==> config.mk <==
export PLATFORM = sky130hd
export DESIGN_NAME = beamscaler_reader
export DESIGN_NICKNAME = d
export VERILOG_FILES = /design/src/rtl/beamscaler_pkg.sv /design/src/rtl/beamscaler_reader_fifo.sv /design/src/rtl/beamscaler_reader.sv
export SDC_FILE = /design/constraint.sdc
export NUM_CORES = 1
export LEC_CHECK = 0
export BUFFER_PORTS_ARGS = -buffer_cell sky130_fd_sc_hd__buf_2
export CAP_MARGIN = 20
export CORE_MARGIN = 10
export CORE_UTILIZATION = 58
export DETAILED_ROUTE_END_ITERATION = 10
export HOLD_SLACK_MARGIN = 0.02
export PLACE_DENSITY = 0.79
export SYNTH_ARGS = -nofsm -noshare
export SYNTH_HDL_FRONTEND = slang
export SYNTH_SLANG_ARGS = --single-unit
==> constraint.sdc <==
create_clock -name wb_clk_i -period 3.9 [get_ports wb_clk_i]
set_input_delay 0.78 -clock wb_clk_i [delete_from_list [all_inputs] [get_ports wb_clk_i]]
set_output_delay 0.78 -clock wb_clk_i [all_outputs]
set_load 0.05 [all_outputs]
==> src/rtl/beamscaler_pkg.sv <==
// Shared types, constants and word-packing helpers for the beamscaler scaler-RAM reader.
package beamscaler_pkg;

    localparam logic [7:0]  HDR_MAGIC = 8'hBE;
    localparam int unsigned SCAL_W    = 12;
    localparam int unsigned PRIM_LSB  = 0;
    localparam int unsigned SUB_LSB   = 16;

    typedef enum logic [1:0] {
        StIdle,
        StHeader,
        StSweep,
        StDrain
    } state_e;

    // One FIFO entry: payload, frame-end tag and {overrun, torn} status.
    typedef struct packed {
        logic [31:0] data;
        logic        last;
        logic [1:0]  user;
    } beat_t;

    function automatic logic [31:0] pack_header(input logic read_bank, input logic [15:0] frame_cnt);
        return {HDR_MAGIC, 7'b0, read_bank, frame_cnt};
    endfunction

    // Layout of a scaler RAM word; the reader passes these through untouched.
    function automatic logic [31:0] scal_word(input logic [SCAL_W-1:0] primary,
                                              input logic [SCAL_W-1:0] subthresh);
        logic [31:0] w;
        w = '0;
        w[PRIM_LSB +: SCAL_W] = primary;
        w[SUB_LSB  +: SCAL_W] = subthresh;
        return w;
    endfunction

endpackage

==> src/rtl/beamscaler_reader_fifo.sv <==
// Small first-word-fall-through FIFO; count is exported for issue-credit accounting.
module beamscaler_reader_fifo #(
    parameter int unsigned DEPTH = 4,
    parameter int unsigned WIDTH = 34
) (
    input  logic                     i_clk,
    input  logic                     i_rst_n,
    input  logic                     i_push,
    input  logic [WIDTH-1:0]         i_data,
    input  logic                     i_pop,
    output logic [WIDTH-1:0]         o_data,
    output logic                     o_empty,
    output logic [$clog2(DEPTH):0]   o_count
);

    localparam int unsigned AW = $clog2(DEPTH);

    logic [WIDTH-1:0] r_mem [DEPTH];
    logic [AW-1:0]    r_wptr;
    logic [AW-1:0]    r_rptr;
    logic [AW:0]      r_count;
    logic             w_wr;
    logic             w_rd;

    assign w_wr    = i_push && (r_count < (AW+1)'(DEPTH));
    assign w_rd    = i_pop && (r_count != '0);
    assign o_data  = r_mem[r_rptr];
    assign o_empty = (r_count == '0);
    assign o_count = r_count;

    // Storage array; no reset needed since reads are gated by count.
    always_ff @(posedge i_clk) begin
        if (w_wr) begin
            r_mem[r_wptr] <= i_data;
        end
    end

    // Pointers wrap naturally because DEPTH is a power of two.
    always_ff @(posedge i_clk or negedge i_rst_n) begin
        if (!i_rst_n) begin
            r_wptr  <= '0;
            r_rptr  <= '0;
            r_count <= '0;
        end else begin
            if (w_wr) r_wptr <= r_wptr + 1'b1;
            if (w_rd) r_rptr <= r_rptr + 1'b1;
            case ({w_wr, w_rd})
                2'b10:   r_count <= r_count + 1'b1;
                2'b01:   r_count <= r_count - 1'b1;
                default: r_count <= r_count;
            endcase
        end
    end

endmodule

==> src/rtl/beamscaler_reader.sv <==
// Sweeps the readable scaler bank on each done pulse and frames it as one AXI4-Stream packet.
module beamscaler_reader
    import beamscaler_pkg::*;
#(
    parameter int unsigned NBEAMS     = 2,
    parameter int unsigned RD_LATENCY = 2,
    parameter int unsigned FIFO_DEPTH = 4
) (
    input  logic        wb_clk_i,
    input  logic        wb_rst_n_i,
    input  logic        done_i,
    input  logic        write_bank_i,
    output logic        scal_rd_o,
    output logic [7:0]  scal_adr_o,
    input  logic [31:0] scal_dat_i,
    output logic [31:0] m_tdata,
    output logic        m_tvalid,
    input  logic        m_tready,
    output logic        m_tlast,
    output logic [1:0]  m_tuser,
    output logic        busy_o
);

    localparam int unsigned CW = $clog2(FIFO_DEPTH) + 1;

    state_e                r_state;
    logic                  r_busy;
    logic                  r_rd;
    logic                  r_rd_last;
    logic [7:0]            r_adr;
    logic [7:0]            r_addr;
    logic                  r_read_bank;
    logic [15:0]           r_frame_cnt;
    logic                  r_ovr;
    logic                  r_torn;
    logic [RD_LATENCY-1:0] r_vpipe;
    logic [RD_LATENCY-1:0] r_lpipe;

    beat_t                 w_in;
    beat_t                 w_out;
    logic                  w_push;
    logic                  w_pop;
    logic                  w_empty;
    logic                  w_hdr_push;
    logic                  w_credit;
    logic                  w_ovr_now;
    logic                  w_torn_now;
    logic [CW-1:0]         w_count;
    logic [7:0]            w_used;

    assign w_pop      = !w_empty && m_tready;
    assign w_torn_now = r_torn || ((r_state != StIdle) && (write_bank_i == r_read_bank));
    assign w_ovr_now  = r_ovr || ((r_state != StIdle) && done_i);

    // Slots committed after this edge (occupancy plus every read not yet written) must fit,
    // counting the slot freed by a pop on the same edge so the sweep sustains 1 beat/cycle.
    always_comb begin
        w_used = 8'(w_count) + {7'b0, r_rd};
        for (int i = 0; i < RD_LATENCY; i++) begin
            w_used = w_used + {7'b0, r_vpipe[i]};
        end
        w_credit = (w_used + 8'd1) <= (8'(FIFO_DEPTH) + {7'b0, w_pop});
    end

    // FIFO write mux: header in HEADER, otherwise the RAM word arriving off the valid pipe.
    always_comb begin
        w_in       = '0;
        w_hdr_push = (r_state == StHeader) && w_credit;
        w_push     = w_hdr_push || r_vpipe[RD_LATENCY-1];
        if (w_hdr_push) begin
            w_in.data = pack_header(r_read_bank, r_frame_cnt);
        end else begin
            w_in.data = scal_dat_i;
            w_in.last = r_lpipe[RD_LATENCY-1];
            w_in.user = r_lpipe[RD_LATENCY-1] ? {w_ovr_now, w_torn_now} : 2'b00;
        end
    end

    // Frame FSM, read issue, capture pipe and sticky status flags.
    always_ff @(posedge wb_clk_i or negedge wb_rst_n_i) begin
        if (!wb_rst_n_i) begin
            r_state     <= StIdle;
            r_busy      <= 1'b0;
            r_rd        <= 1'b0;
            r_rd_last   <= 1'b0;
            r_adr       <= '0;
            r_addr      <= '0;
            r_read_bank <= 1'b0;
            r_frame_cnt <= '0;
            r_ovr       <= 1'b0;
            r_torn      <= 1'b0;
            r_vpipe     <= '0;
            r_lpipe     <= '0;
        end else begin
            r_rd       <= 1'b0;
            r_rd_last  <= 1'b0;
            r_vpipe[0] <= r_rd;
            r_lpipe[0] <= r_rd_last;
            for (int i = 1; i < RD_LATENCY; i++) begin
                r_vpipe[i] <= r_vpipe[i-1];
                r_lpipe[i] <= r_lpipe[i-1];
            end
            r_torn <= w_torn_now;
            r_ovr  <= w_ovr_now;

            case (r_state)
                StIdle: begin
                    if (done_i) begin
                        r_read_bank <= ~write_bank_i;
                        r_busy      <= 1'b1;
                        r_state     <= StHeader;
                    end
                end
                StHeader: begin
                    if (w_credit) begin
                        r_addr  <= '0;
                        r_state <= StSweep;
                    end
                end
                StSweep: begin
                    if (w_credit) begin
                        r_rd      <= 1'b1;
                        r_adr     <= r_addr;
                        r_rd_last <= (r_addr == 8'(NBEAMS - 1));
                        if (r_addr == 8'(NBEAMS - 1)) begin
                            r_state <= StDrain;
                        end else begin
                            r_addr <= r_addr + 8'd1;
                        end
                    end
                end
                StDrain: begin
                    if (w_pop && w_out.last) begin
                        r_frame_cnt <= r_frame_cnt + 16'd1;
                        r_ovr       <= 1'b0;
                        r_torn      <= 1'b0;
                        // A done on the closing beat is the next period, not an overrun.
                        if (done_i) begin
                            r_read_bank <= ~write_bank_i;
                            r_state     <= StHeader;
                        end else begin
                            r_busy  <= 1'b0;
                            r_state <= StIdle;
                        end
                    end
                end
                default: r_state <= StIdle;
            endcase
        end
    end

    beamscaler_reader_fifo #(
        .DEPTH (FIFO_DEPTH),
        .WIDTH ($bits(beat_t))
    ) u_fifo (
        .i_clk   (wb_clk_i),
        .i_rst_n (wb_rst_n_i),
        .i_push  (w_push),
        .i_data  (w_in),
        .i_pop   (w_pop),
        .o_data  (w_out),
        .o_empty (w_empty),
        .o_count (w_count)
    );

    assign m_tvalid   = !w_empty;
    assign m_tdata    = m_tvalid ? w_out.data : 32'd0;
    assign m_tlast    = m_tvalid && w_out.last;
    assign m_tuser    = m_tvalid ? w_out.user : 2'b00;
    assign scal_rd_o  = r_rd;
    assign scal_adr_o = r_adr;
    assign busy_o     = r_busy;

endmodule

# After elaboration in Yosys (flattened, before gate mapping)
# Memories as Yosys holds them, arrays and structs flattened.
# Index checks and enable logic that the tools add are counted.
dict set report word_totals {
  ff_bits 51
  latchBits 0
  ram_bits 140
  romBits 0
  output_inout_bits 46
  elab_cells 103
  memories 1
}
# memory words width read_ports rd_ports_with_merged_regs write_ports line_no
set memory_table {}
lappend memory_table {u_fifo.r_mem 4 35 1 0 1 beamscaler_reader_fifo.sv:18} ;# logic [WIDTH-1:0] r_mem [DEPTH];
dict set report classes {
  n_addsub 11
  mul 0
  div_mod_pow 0
  n_lt_le_gt_ge 2
  n_eq_ne 14
  shifts 0
  muxes 34
  bitwise_logic 1
  n_reduce_logical 25
}
# cell count
set op_table {}
lappend op_table {{$mux 32} 2}
lappend op_table {{$mux 8} 3}
lappend op_table {{$add 16x1->16 const B} 1}
lappend op_table {{$mux 1} 16}
lappend op_table {{$pmux 8 s2} 1}
lappend op_table {{$mux 2} 7}
lappend op_table {{$ne 2x2->1 const B} 7}
lappend op_table {{$add 8x1->8 const B} 1}
lappend op_table {{$eq 8x1->1 const B} 1}
lappend op_table {{$logic_and 1x1->1} 8}
lappend op_table {{$pmux 2 s4} 1}
lappend op_table {{$reduce_and 4->1} 2}
lappend op_table {{$reduce_bool 2->1} 4}
lappend op_table {{$add 6x1->7 const B} 1}
lappend op_table {{$le 7x4->1} 1}
lappend op_table {{$add 5x1->6} 1}
lappend op_table {{$eq 2x2->1 const B} 3}
lappend op_table {{$pmux 3 s2} 1}
lappend op_table {{$reduce_and 2->1} 3}
lappend op_table {{$add 4x1->5} 1}
lappend op_table {{$reduce_and 5->1} 1}
lappend op_table {{$add 2x1->2 const B} 2}
lappend op_table {{$add 3x1->4} 1}
lappend op_table {{$add 3x1->4 const A} 1}
lappend op_table {{other kinds (13)} 17}

# Logic depth before layout (Yosys ltp)
# Gate-level depths: netlist (run 1).
dict set report depth {
  word_depth 10
  depth_mapped 15
  depth_no_buf 15
}

# Hierarchy
# A second synthesis (run 1) with hierarchy kept.
dict set report unflattened {
  hier_cells 491
  hier_area_um2 8162.8
}
# module n_inst cells_per_inst area_each_um2 seq_area_each_um2
set by_module_without_submodules {}
lappend by_module_without_submodules {beamscaler_reader_fifo 1 222 5521.5 4379.2}
lappend by_module_without_submodules {beamscaler_reader 1 269 2641.3 1101.1}

# Worst setup path after synthesis (run 1)
# No wires, ideal clock.
dict set report synth_path {
  path_kind {flip-flop to flip-flop}
  from {reg r_rd (netlist: scal_rd_o)}
  to {mem u_fifo.r_mem[2][0] (netlist name), enable pin}
  setup_ns 0.395
  arrival_time_ns 3.358
  required_time_ns 3.505
  path_slack_ns 0.146
  path_stages_with_launch 10
  n_path_buf 0
  path_cell_list {dfrtp_1 inv_1 ha_1 fa_1 fa_1 o21ai_0 nand2_2 a21oi_1 nor2_1 and2_1}
}
dict set report synth_between {
  elab_chain_cells 10
}
# item line_no
set synth_rtl {}
lappend synth_rtl {{start: declaration} beamscaler_reader.sv:28} ;# logic r_rd;
lappend synth_rtl {{start signal: assignment} beamscaler_reader.sv:84} ;# r_rd <= 1'b0;
lappend synth_rtl {{start signal: assignment} beamscaler_reader.sv:95} ;# r_rd <= 1'b0;
lappend synth_rtl {{start signal: assignment} beamscaler_reader.sv:122} ;# r_rd <= 1'b1;
lappend synth_rtl {{$add 3x1->4} beamscaler_reader.sv:58} ;# w_used = 8'(w_count) + {7'b0, r_rd};
lappend synth_rtl {{$add 4x1->5} beamscaler_reader.sv:60} ;# w_used = w_used + {7'b0, r_vpipe[i]};
lappend synth_rtl {{$add 5x1->6} beamscaler_reader.sv:60}
lappend synth_rtl {{$add 6x1->7} beamscaler_reader.sv:62} ;# w_credit = (w_used + 8'd1) <= (8'(FIFO_DEPTH) + {7'b0, w_pop});
lappend synth_rtl {{$le 7x4->1} beamscaler_reader.sv:62}
lappend synth_rtl {{$logic_and 1x1->1} beamscaler_reader.sv:68} ;# w_hdr_push = (r_state == StHeader) && w_credit;
lappend synth_rtl {{$logic_or 1x1->1} beamscaler_reader.sv:69} ;# w_push = w_hdr_push || r_vpipe[RD_LATENCY-1];
lappend synth_rtl {{$logic_and 1x1->1} beamscaler_reader_fifo.sv:25} ;# assign w_wr = i_push && (r_count < (AW+1)'(DEPTH));
lappend synth_rtl {{$mux 1} beamscaler_reader_fifo.sv:33} ;# if (w_wr) begin
lappend synth_rtl {{$mux 1 (not written as such)} beamscaler_reader_fifo.sv:34} ;# r_mem[r_wptr] <= i_data;
lappend synth_rtl {{end: declaration} beamscaler_reader_fifo.sv:18}
# Every way passes these cells.

# Worst setup path after layout (run 1)
dict set report layout_path {
  from {reg r_rd (netlist: scal_rd_o)}
  to {mem u_fifo.r_mem[1][0] (netlist name), data pin}
}
dict set report layout_between {
  elab_chain_cells 7
}
# item line_no
set layout_rtl {}
lappend layout_rtl {{$add 3x1->4} beamscaler_reader.sv:58}
lappend layout_rtl {{$add 4x1->5} beamscaler_reader.sv:60}
lappend layout_rtl {{$add 5x1->6} beamscaler_reader.sv:60}
lappend layout_rtl {{$add 6x1->7} beamscaler_reader.sv:62}
lappend layout_rtl {{$le 7x4->1} beamscaler_reader.sv:62}
lappend layout_rtl {{$logic_and 1x1->1} beamscaler_reader.sv:68}
lappend layout_rtl {{$mux 3} beamscaler_reader.sv:70} ;# if (w_hdr_push) begin
lappend layout_rtl {{net u_fifo.i_data[0]} beamscaler_reader_fifo.sv:9} ;# input logic [WIDTH-1:0] i_data,
# The timed path passes the listed nets, and every way through them passes these cells.

==> out/metrics.yaml, run 1 <==
vias_per_cell: 5.669
std_cell_rows: 43
area_growth_pct: 16.17
htree_levels: 4
cts_inserted_buffers: 17
critPathArrivalTime_ns: 3.53
critical_path_class: "reg -> reg"
port_buffers: 82
synthCells: 496
mostFrequentLayoutCell: "edfxtp_1"
finalMaxSlewViolations: 0
cts-root-buf: "clkbuf_16"
diodes: 0
status: "complete, no violations"
grt_pass1_vias: 4843
cts_resized: 0
maxSlewHeadroom: 0.5203
die_y_um: 138.7
startpoint_type: "register"
crit_path_top_delay_cell: "nand3_2"
synth_area_leaders: "edfxtp_1 (51%), dfrtp_1 (16%), mux4_2 (9.6%), mux2_2 (3.3%), nor2b_1 (2.9%)"
ys_types: 51
postCtsSetupBuffers: 0
fin_setup_tns_ns: 0
clk_latency_ns: 0.43
stdcell_area_um2: 9490
cp-end-kind: "register"
synth_top_area_frac: 0.5146
grt_first_pass_wirelength_mm: 26.03
rsz0062_at_grt: "false"
dpl_cell_area_um2: 8853
tightest_slew_ns: 0.7196
cpMostUsedCell: "fa_1"
cts_buffer_depth: 2
ys_seq_area_frac: 0.6709
cp_data_required_time_ns: 4.06
yosys_warnings: 0
synth_edf_count: 140
ys_seq_elements: 191
postCtsHoldBufs: 0
clk_pin_slew_ns: 0.07
ios: 83
max_stage_delay_ns: 0.54
place_inst: 750
drv_cap: 0
min_path_type: "in -> async"
yosys.area.top_type: "edfxtp_1"
ant_nets: 0
fin_crit_sh: 0.8627
fin_crit_ns: 3.364
antenna_found_initial: 0
vdd_ir_drop_max_v: 0.0004714
die-area_um2: 19230
finClkSkew_ns: 0.008401
ys.flop_type: "edfxtp_1"
grt-ovfl-total: 0
crit_chain: "inv_1 -> ha_1 -> fa_1 -> fa_1 -> o21ai_0 -> nand2_2 -> nand3_2 -> buf_4 -> nand2_1 -> nor2_1"
drt_iter0_drc: 407
finalHoldViolations: 0
syn_nets: 551
numClockSinks: 191
firstDrtPassIters: 4
total_leakage_power_nw: 3.689
grt_usage: 0.1719
grt_max_degree: 37
start_util: 0.5908
fin_cells: 782
postSynthAreaPerCell_um2: 16.47
post-dp-hpwl_mm: 10.69
setup_viol: 0
routed_wl_mm: 16.00
cts_tree: "done"
final_cell_mix: "edfxtp_1 (140), buf_2 (82), dfrtp_1 (49)"
ys_async_sr_fraction: 0.2670
fmax_ghz: 0.2972
via_count: 4433
drive_above_1_share: 0.3372
gp_congestion: 0.8069
multiInputGateArea_um2: 2520
drc_errors: 0
die_w_um: 138.7
wire_per_inst_um: 20.46
fin_nets: 644
cp_max_fo: 25
synthesis.area_um2: 8169
nFillCells: 882
seq_area_um2: 5483
core_um2: 13830
p_per_area_nw_per_um2: 902.7
==> cell families (layout without fill, tap and decap cells) <==
| logic type | count (synthesis) | count (layout) | synth area share |
|---|---|---|---|
| xor+xnor | 24 | 24 | 0.02573 |
| buf+inv | 41 | 147 | 0.02252 |
| mux | 62 | 62 | 0.1339 |
| simple gates | 126 | 126 | 0.08837 |
| compound gates | 34 | 34 | 0.02834 |
| flops | 191 | 191 | 0.6709 |
| fa+ha+maj | 18 | 18 | 0.03033 |
==> Yosys cell counts, drive strengths merged (9+ instances only) <==
library cell	n
edfxtp	140
dfrtp	51
nor2b	38
mux4	35
mux2	25
inv	22
nand2	19
and2	15
ha	15
nor2	15
xnor2	13
buf	12
o21ai	11
xor2	11
nand4	9
==> stage by stage <==
step | power [mW] | utilization | hold slack, ns | worst slack [ns]
after CTS | 8.643 | 0.6864 | 0.3349 | 0.5167
after global placement | 6.688 | 0.6403 | 0.3414 | 0.6198
final | 8.567 | 0.6864 | 0.3290 | 0.5355
after floorplan | 5.871 | - | 0.3312 | 0.1464
after detailed placement | 6.800 | 0.6403 | 0.3489 | 0.5320
after global routing | 9.007 | 0.6864 | 0.3540 | 0.2204
==> worst paths after layout <==
check / slack, ns / end / from / depth (start not counted)
setup / recovery: 0.54 / u_fifo.r_mem[1][0] / scal_rd_o / 10
setup reg to reg: 0.54 / u_fifo.r_mem[1][0] / scal_rd_o / 10
hold reg to reg: 0.36 / r_lpipe[1] / r_lpipe[0] / 0
min in group wb_clk_i: 0.36 / r_lpipe[1] / r_lpipe[0] / 0
hold / removal: 0.33 / scal_adr_o[5] / wb_rst_n_i / 1
max in group asynchronous: 2.74 / r_frame_cnt[6] / wb_rst_n_i / 2
==> registers in the layout (all words and copies together), names as in the netlist, 2 cells and up <==
| name | count |
|---|---|
| r_lpipe | 2 |
| r_addr | 8 |
| r_vpipe | 2 |
| u_fifo.r_mem | 140 |
| u_fifo.o_count | 3 |
| u_fifo.r_wptr | 2 |
| r_frame_cnt | 16 |
| r_state | 2 |
| u_fifo.r_rptr | 2 |
| scal_adr_o | 8 |
==> report_power, final <==
| part | switching (mW) | internal (mW) |
|---|---|---|
| clock | 0.720 | 1.11 |
| combinational | 2.42 | 1.27 |
| sequential | 0.296 | 2.75 |
==> area by class of cell <==
class / instances / area share
well taps: 180 / 0.02373
repair buffers: 93 / 0.05722
inverters: 22 / 0.008701
clock buffers: 20 / 0.04812
multi-input cells: 264 / 0.2655
flip-flops and latches: 191 / 0.5777
clock inverters: 12 / 0.01898
==> routing by layer <==
layer	track usage	part of all wire
met3	0.04760	0.056
met5	0	0
met4	0.06480	0.015
met1	0.2063	0.41
met2	0.2899	0.52
==> critical path: cells and delay by family (launching register included) <==
family                   cells  cell delay, ns
AO/OA/AOI/OAI                1            0.10
adder cells (fa/ha/maj)      3            1.21
AND/OR/NAND/NOR              4            0.93
flip-flops                   1            0.36
buffers and inverters        2            0.48
No activity file was read; power rests on OpenSTA's default activity.
==> run 2: changes to the inputs <==
Settings changed: RECOVER_POWER set to 25.
==> run 2 against run 1 <==
Effect of this change:
- the run now ends with capacitance limit, slew limit left
- via count increased by 0.32%
- sequential power hardly changed
- core utilization down 0.38 points
- clock-buffer cell count unchanged
- critical path depth unchanged
- final cell count is the same
- non-clock buffer count did not move
- first-iteration DRC count rose by 0.25%
- critical endpoint is now u_fifo.r_mem[3][0]
- fmax fell by 3.2%
- cell area decreased by 0.55%
- critical path type unchanged
- power down 0.44%
- highest routed layer unchanged
==> out/metrics.yaml, run 2 (synthesized netlist as in run 1, its figures left out) <==
grt_use_met1: 0.2063  # unchanged
dpl_cell_area_um2: 8853  # unchanged
drc_errors: 0  # unchanged
antenna_found_initial: 0  # unchanged
worst-path-buf-inv: 2  # unchanged
via_count: 4447  # was 4,433
grt_first_pass_wirelength_mm: 26.03  # unchanged
cts_buffer_depth: 2  # unchanged
htree_levels: 4  # unchanged
stdcell_area_um2: 9438  # was 9490 um^2
timing.rr.start: "scal_rd_o"  # unchanged
std_cell_rows: 43  # unchanged
ios: 83  # unchanged
clk_pin_slew_ns: 0.06  # was 0.07 ns
whs_path_depth: 0
vdd_ir_drop_max_v: 0.0004685  # was 0.0004714 V
crit_family: "adder cells"  # unchanged
mostFrequentLayoutCell: "edfxtp_1"  # unchanged
wire_per_inst_um: 20.48  # was 20.46 um
clk_latency_ns: 0.43  # about the same
core_um2: 13830  # unchanged
top_regs: "u_fifo.r_mem (140), r_frame_cnt (16)"  # unchanged
ff2ff_path_depth: 10  # unchanged
diodes: 0  # unchanged
grtUsageMet2: 0.2899  # unchanged
p_per_area_nw_per_um2: 903.7  # was 902.7 nW/um^2
fin_crit_sh: 0.8910  # was 0.8627
cts-root-buf: "clkbuf_16"  # unchanged
r2r-end: "u_fifo.r_mem[3][0]"  # was u_fifo.r_mem[1][0]
pwr-share-clk: 0.215  # was 0.214
die-area_um2: 19230  # unchanged
cp_max_fo: 25  # unchanged
drt_iter0_drc: 408  # was 407
die_y_um: 138.7  # unchanged
grt_usage: 0.1719  # unchanged
finalHoldViolations: 0  # unchanged
top_usage_layer: "met2"  # unchanged
postCtsHoldBufs: 0  # unchanged
largest_reg_flops: 140  # unchanged
power.internal_mw: 5.103  # was 5.132 mW
grt_max_degree: 37  # unchanged
cts_inserted_buffers: 17  # unchanged
pwr-share-seq: 0.357  # was 0.356
grt_pass1_vias: 4843  # unchanged
met3_usage: 0.04760  # unchanged
p_sw_mw: 3.426  # was 3.434 mW
post-dp-hpwl_mm: 10.69  # unchanged
status: "complete, but fails checks"  # was complete, no violations
critPathArrivalTime_ns: 3.63  # was 3.53 ns
cts_tree: "done"  # unchanged
grt-ovfl-total: 0  # unchanged
fin_nets: 644  # unchanged
pwr-share-comb: 0.428  # was 0.430
die_w_um: 138.7  # unchanged
ant_nets: 0  # unchanged
fin_cells: 782  # unchanged
routed_wl_mm: 16.02  # was 16.00 mm
numClockSinks: 191  # unchanged
min_path_type: "reg -> reg"  # was in -> async
max_stage_delay_ns: 0.59  # was 0.54 ns
fin_crit_ns: 3.475  # was 3.364 ns
cts_resized: 0  # unchanged
violations: "capacitance limit, slew limit"
drv_cap: 1  # was 0
cp_data_required_time_ns: 4.06  # about the same
final_cell_mix: "edfxtp_1 (140), buf_2 (70), dfrtp_1 (49)"  # was edfxtp_1 (140), buf_2 (82), dfrtp_1 (49)
critical_path_class: "reg -> reg"  # unchanged
startpoint_type: "register"  # unchanged
vias_per_cell: 5.687  # was 5.669
firstDrtPassIters: 5  # was 4
area_growth_pct: 15.53  # was 16.17%
rsz0062_at_grt: "false"  # unchanged
regMostFlops: "u_fifo.r_mem"  # unchanged
holdCritStartpoint: "r_lpipe[0]"
sw_frac_of_total: 0.4017  # was 0.4009
rrSetupSlack_ns: 0.42  # was 0.54 ns
postCtsSetupBuffers: 0  # unchanged
crit_chain: "inv_1 -> ha_1 -> fa_1 -> fa_1 -> o21ai_0 -> nand2_1 -> nand3_2 -> buf_4 -> nand2_1 -> nor2_1"  # was inv_1 -> ha_1 -> fa_1 -> fa_1 -> o21ai_0 -> nand2_2 -> nand3_2 -> buf_4 -> nand2_1 -> nor2_1
crit_path_top_delay_cell: "nand3_2"  # unchanged
drive_above_1_share: 0.3040  # was 0.3372
port_buffers: 82  # unchanged
finalMaxSlewViolations: 29  # was 0
fin_setup_tns_ns: 0  # unchanged
place_inst: 750  # unchanged
start_util: 0.5908  # unchanged
finClkSkew_ns: 0.009774  # was 0.008401 ns
tightest_slew_ns: 1.708  # was 0.7196 ns
total_leakage_power_nw: 3.625  # was 3.689 nW
cp-end-kind: "register"  # unchanged
final_core_util: 0.6826  # was 0.6864
fmax_ghz: 0.2878  # was 0.2972 GHz
maxSlewHeadroom: -0.1388  # was 0.5203
hold_end: "r_lpipe[1]"
setup_viol: 0  # unchanged
gp_congestion: 0.8069  # unchanged
holdWs_ns: 0.3576  # was 0.3290 ns
run 2: cell type report:
type,instances,area (um^2)
Clock buffer,20,456.7
Tap cell,180,225.2
Multi-Input combinational cell,264,2489
Fill cell,895,4389
Clock inverter,12,180.2
Sequential cell,191,5483
Timing Repair Buffer,93,521.8
Inverter,22,82.58
run 2: how the worst max path moves through the flow:
stage / start / to / slack, ns / cells past startpoint
3_5_place_dp: scal_rd_o / u_fifo.r_mem[2][0] / 0.53 / 10
5_1_grt: scal_rd_o / u_fifo.o_count[2] / 0.15 / 15
2_1_floorplan: scal_rd_o / u_fifo.r_mem[2][0] / 0.15 / 9
3_3_place_gp: scal_rd_o / u_fifo.r_mem[2][9] / 0.62 / 10
6_report: scal_rd_o / u_fifo.r_mem[3][0] / 0.42 / 10
4_1_cts: scal_rd_o / u_fifo.r_mem[0][7] / 0.52 / 10
run 2: metrics by stage:
step                total power [mW]  setup slack (ns)
detailed placement             6.800            0.5320
finish                         8.529            0.4250
global placement               6.688            0.6198
CTS                            8.643            0.5167
global route                   8.966            0.1489
floorplan                      5.871            0.1464
run 2: per-layer routing:
metal  vias up  part of all wire
li1       2041                 -
met4         0             0.014
met3        17             0.050
met1      2268              0.42
met5         -                 0
met2       121              0.52
run 2: power groups by stage:
stage | logic [mW] | clock network (mW) | registers (mW)
6_report | 3.65 | 1.83 | 3.05
5_1_grt | 3.91 | 1.95 | 3.10
4_1_cts | 3.73 | 1.86 | 3.06
3_5_place_dp | 3.71 | 0 | 3.09
3_3_place_gp | 3.62 | 0 | 3.07
2_1_floorplan | 2.89 | 0 | 2.98
==> run 3: changes to the inputs <==
Settings changed: CAP_MARGIN 20 to 40, CELL_PAD_IN_SITES_DETAIL_PLACEMENT set to 1, CELL_PAD_IN_SITES_GLOBAL_PLACEMENT set to 1, CORE_UTILIZATION 58 to 50, PLACE_DENSITY 0.79 to not set, PLACE_DENSITY_LB_ADDON set to 0.1.
==> run 3 against run 2 <==
Effect of this change:
- the flow still finishes with violations (capacitance limit, slew limit)
- sequential share of layout area is 0.12 points lower
- register-to-register slack got worse by 0.04 ns
- sequential power barely moved
- hold slack worse by 0.0027 ns
- die area is 14% higher
- power grew 0.44%
- critical path depth unchanged
- first-iteration DRC count fell by 58%
- critical path type unchanged
- largest power group unchanged
==> out/metrics.yaml, run 3 (synthesized netlist as in run 1, its figures left out) <==
htree_levels: 4  # unchanged
violations: "capacitance limit, slew limit"  # unchanged
fmax_ghz: 0.2845  # was 0.2878 GHz
wire_per_inst_um: 22.16  # was 20.48 um
finalHoldViolations: 0  # unchanged
status: "complete, but fails checks"  # unchanged
die-area_um2: 21850  # was 19,230 um^2
cts_tree: "done"  # unchanged
maxSlewHeadroom: -0.06497  # was -0.1388
ios: 83  # unchanged
cp_max_fo: 14  # was 25
crit_family: "adder cells"  # unchanged
largest_reg_flops: 140  # unchanged
total_leakage_power_nw: 3.616  # was 3.625 nW
p_per_area_nw_per_um2: 906.0  # was 903.7 nW/um^2
drc_errors: 0  # unchanged
grt-ovfl-total: 0  # unchanged
routed_wl_mm: 18.13  # was 16.02 mm
grt_max_degree: 36  # was 37
std_cell_rows: 46  # was 43
cp-startpoint: "scal_rd_o"  # unchanged
numClockSinks: 191  # unchanged
dp_slack_ns: 0.4111  # was 0.5320 ns
place_inst: 786  # was 750
startpoint_type: "register"  # unchanged
critical_path_class: "reg -> reg"  # unchanged
fin_crit_sh: 0.9013  # was 0.8910
setup_viol: 0  # unchanged
drt_iter0_drc: 171  # was 408
min_path_type: "reg -> reg"  # unchanged
cp_data_required_time_ns: 4.03  # was 4.06 ns
crit_path_top_delay_cell: "fa_1"  # was nand3_2
cts_inserted_buffers: 17  # unchanged
port_buffers: 82  # unchanged
gp_congestion: 0.7840  # was 0.8069
cts_resized: 0  # unchanged
max_stage_delay_ns: 0.50  # was 0.59 ns
drv_cap: 1  # unchanged
core_um2: 15940  # was 13,830 um^2
via_count: 4521  # was 4,447
cts_buffer_depth: 2  # unchanged
regMostFlops: "u_fifo.r_mem"  # unchanged
start_util: 0.5124  # was 0.5908
cp-end-kind: "register"  # unchanged
finClkSkew_ns: 0.007457  # was 0.009774 ns
grt_usage: 0.1731  # was 0.1719
power_mw: 8.566  # was 8.529 mW
grt_first_pass_wirelength_mm: 29.35  # was 26.03 mm
cpMostUsedCell: "fa_1"
area_growth_pct: 15.75  # was 15.53%
clk_latency_ns: 0.43  # about the same
drive_above_1_share: 0.3040  # unchanged
finalMaxSlewViolations: 27  # was 29
final_cell_mix: "edfxtp_1 (140), buf_2 (71), dfrtp_1 (50)"  # was edfxtp_1 (140), buf_2 (70), dfrtp_1 (49)
firstDrtPassIters: 4  # was 5
vdd_ir_drop_max_v: 0.0003902  # was 0.0004685 V
fin_setup_tns_ns: 0  # unchanged
critPathArrivalTime_ns: 3.64  # was 3.63 ns
tightest_slew_ns: 1.597  # was 1.708 ns
ant_nets: 0  # unchanged
antenna_found_initial: 0  # unchanged
post-dp-hpwl_mm: 12.48  # was 10.69 mm
crit_chain: "inv_1 -> ha_1 -> fa_1 -> fa_1 -> o21ai_0 -> nand2_1 -> a21oi_1 -> nor2_1 -> and2_2 -> buf_4"  # was inv_1 -> ha_1 -> fa_1 -> fa_1 -> o21ai_0 -> nand2_1 -> nand3_2 -> buf_4 -> nand2_1 -> nor2_1
clk_pin_slew_ns: 0.07  # was 0.06 ns
rrSetupSlack_ns: 0.38  # was 0.42 ns
vias_per_cell: 5.527  # was 5.687
postCtsSetupBuffers: 0  # unchanged
diodes: 0  # unchanged
grt_pass1_vias: 5119  # was 4,843
die_y_um: 147.8  # was 138.7 um
die_w_um: 147.8  # was 138.7 um
timing.rr.start: "scal_rd_o"  # unchanged
fin_crit_ns: 3.515  # was 3.475 ns
top_regs: "u_fifo.r_mem (140), r_frame_cnt (16)"  # unchanged
fin_cells: 818  # was 782
setup_slack_ns: 0.3849  # was 0.4250 ns
mostFrequentLayoutCell: "edfxtp_1"  # unchanged
fin_nets: 644  # unchanged
worst-path-buf-inv: 2  # unchanged
holdWs_ns: 0.3549  # was 0.3576 ns
postCtsHoldBufs: 0  # unchanged
cts-root-buf: "clkbuf_16"  # unchanged
rsz0062_at_grt: "false"  # unchanged
holdCritStartpoint: "r_rd_last"  # was r_lpipe[0]
-- run 3: metal layers --
metal	wire, um	track usage
met1	7850	0.2205
met2	9109	0.2870
met3	830	0.03877
met4	340	0.05847
met5	0	0
-- run 3: worst register-to-register path: stages, from the launching register on --
cell and delay [ns]:
dfrtp_1 0.36, inv_1 0.06, ha_1 0.31, fa_1 0.41
fa_1 0.50, o21ai_0 0.08, nand2_1 0.23, a21oi_1 0.11
nor2_1 0.35, and2_2 0.49, buf_4 0.32
-- run 3: cell type report --
cell class / count / area [um^2]
inverter: 22 / 82.58
tap: 216 / 270.3
timing repair buffer: 93 / 534.3
fill: 1511 / 6487
sequential: 191 / 5482
clock inverter: 15 / 172.7
multi-input combinational: 264 / 2489
clock buffer: 17 / 425.4
-- run 3: final timing paths --
path / to / cells after the start
worst max-delay path: u_fifo.r_mem[0][32] / 10
worst min-delay path: r_lpipe[0] / 0
worst max register to register: u_fifo.r_mem[0][32] / 10
worst min register to register: r_lpipe[0] / 0
max in group asynchronous: r_frame_cnt[9] / 2
min in group asynchronous: scal_adr_o[2] / 1
-- run 3: report_power, final --
| part | switching [mW] | internal (mW) | total (mW) | leakage (nW) |
|---|---|---|---|---|
| combinational | 2.48 | 1.27 | 3.75 | 1.40 |
| clock | 0.790 | 0.966 | 1.76 | 0.289 |
| sequential | 0.307 | 2.75 | 3.06 | 1.92 |
-- run 3: stage by stage --
step                  util  instance area, um^2
finish              0.5931                 9455
global route        0.5931                 9455
CTS                 0.5965                 9509
detailed placement  0.5589                 8911
global placement    0.5589                 8911
floorplan                -                 8169
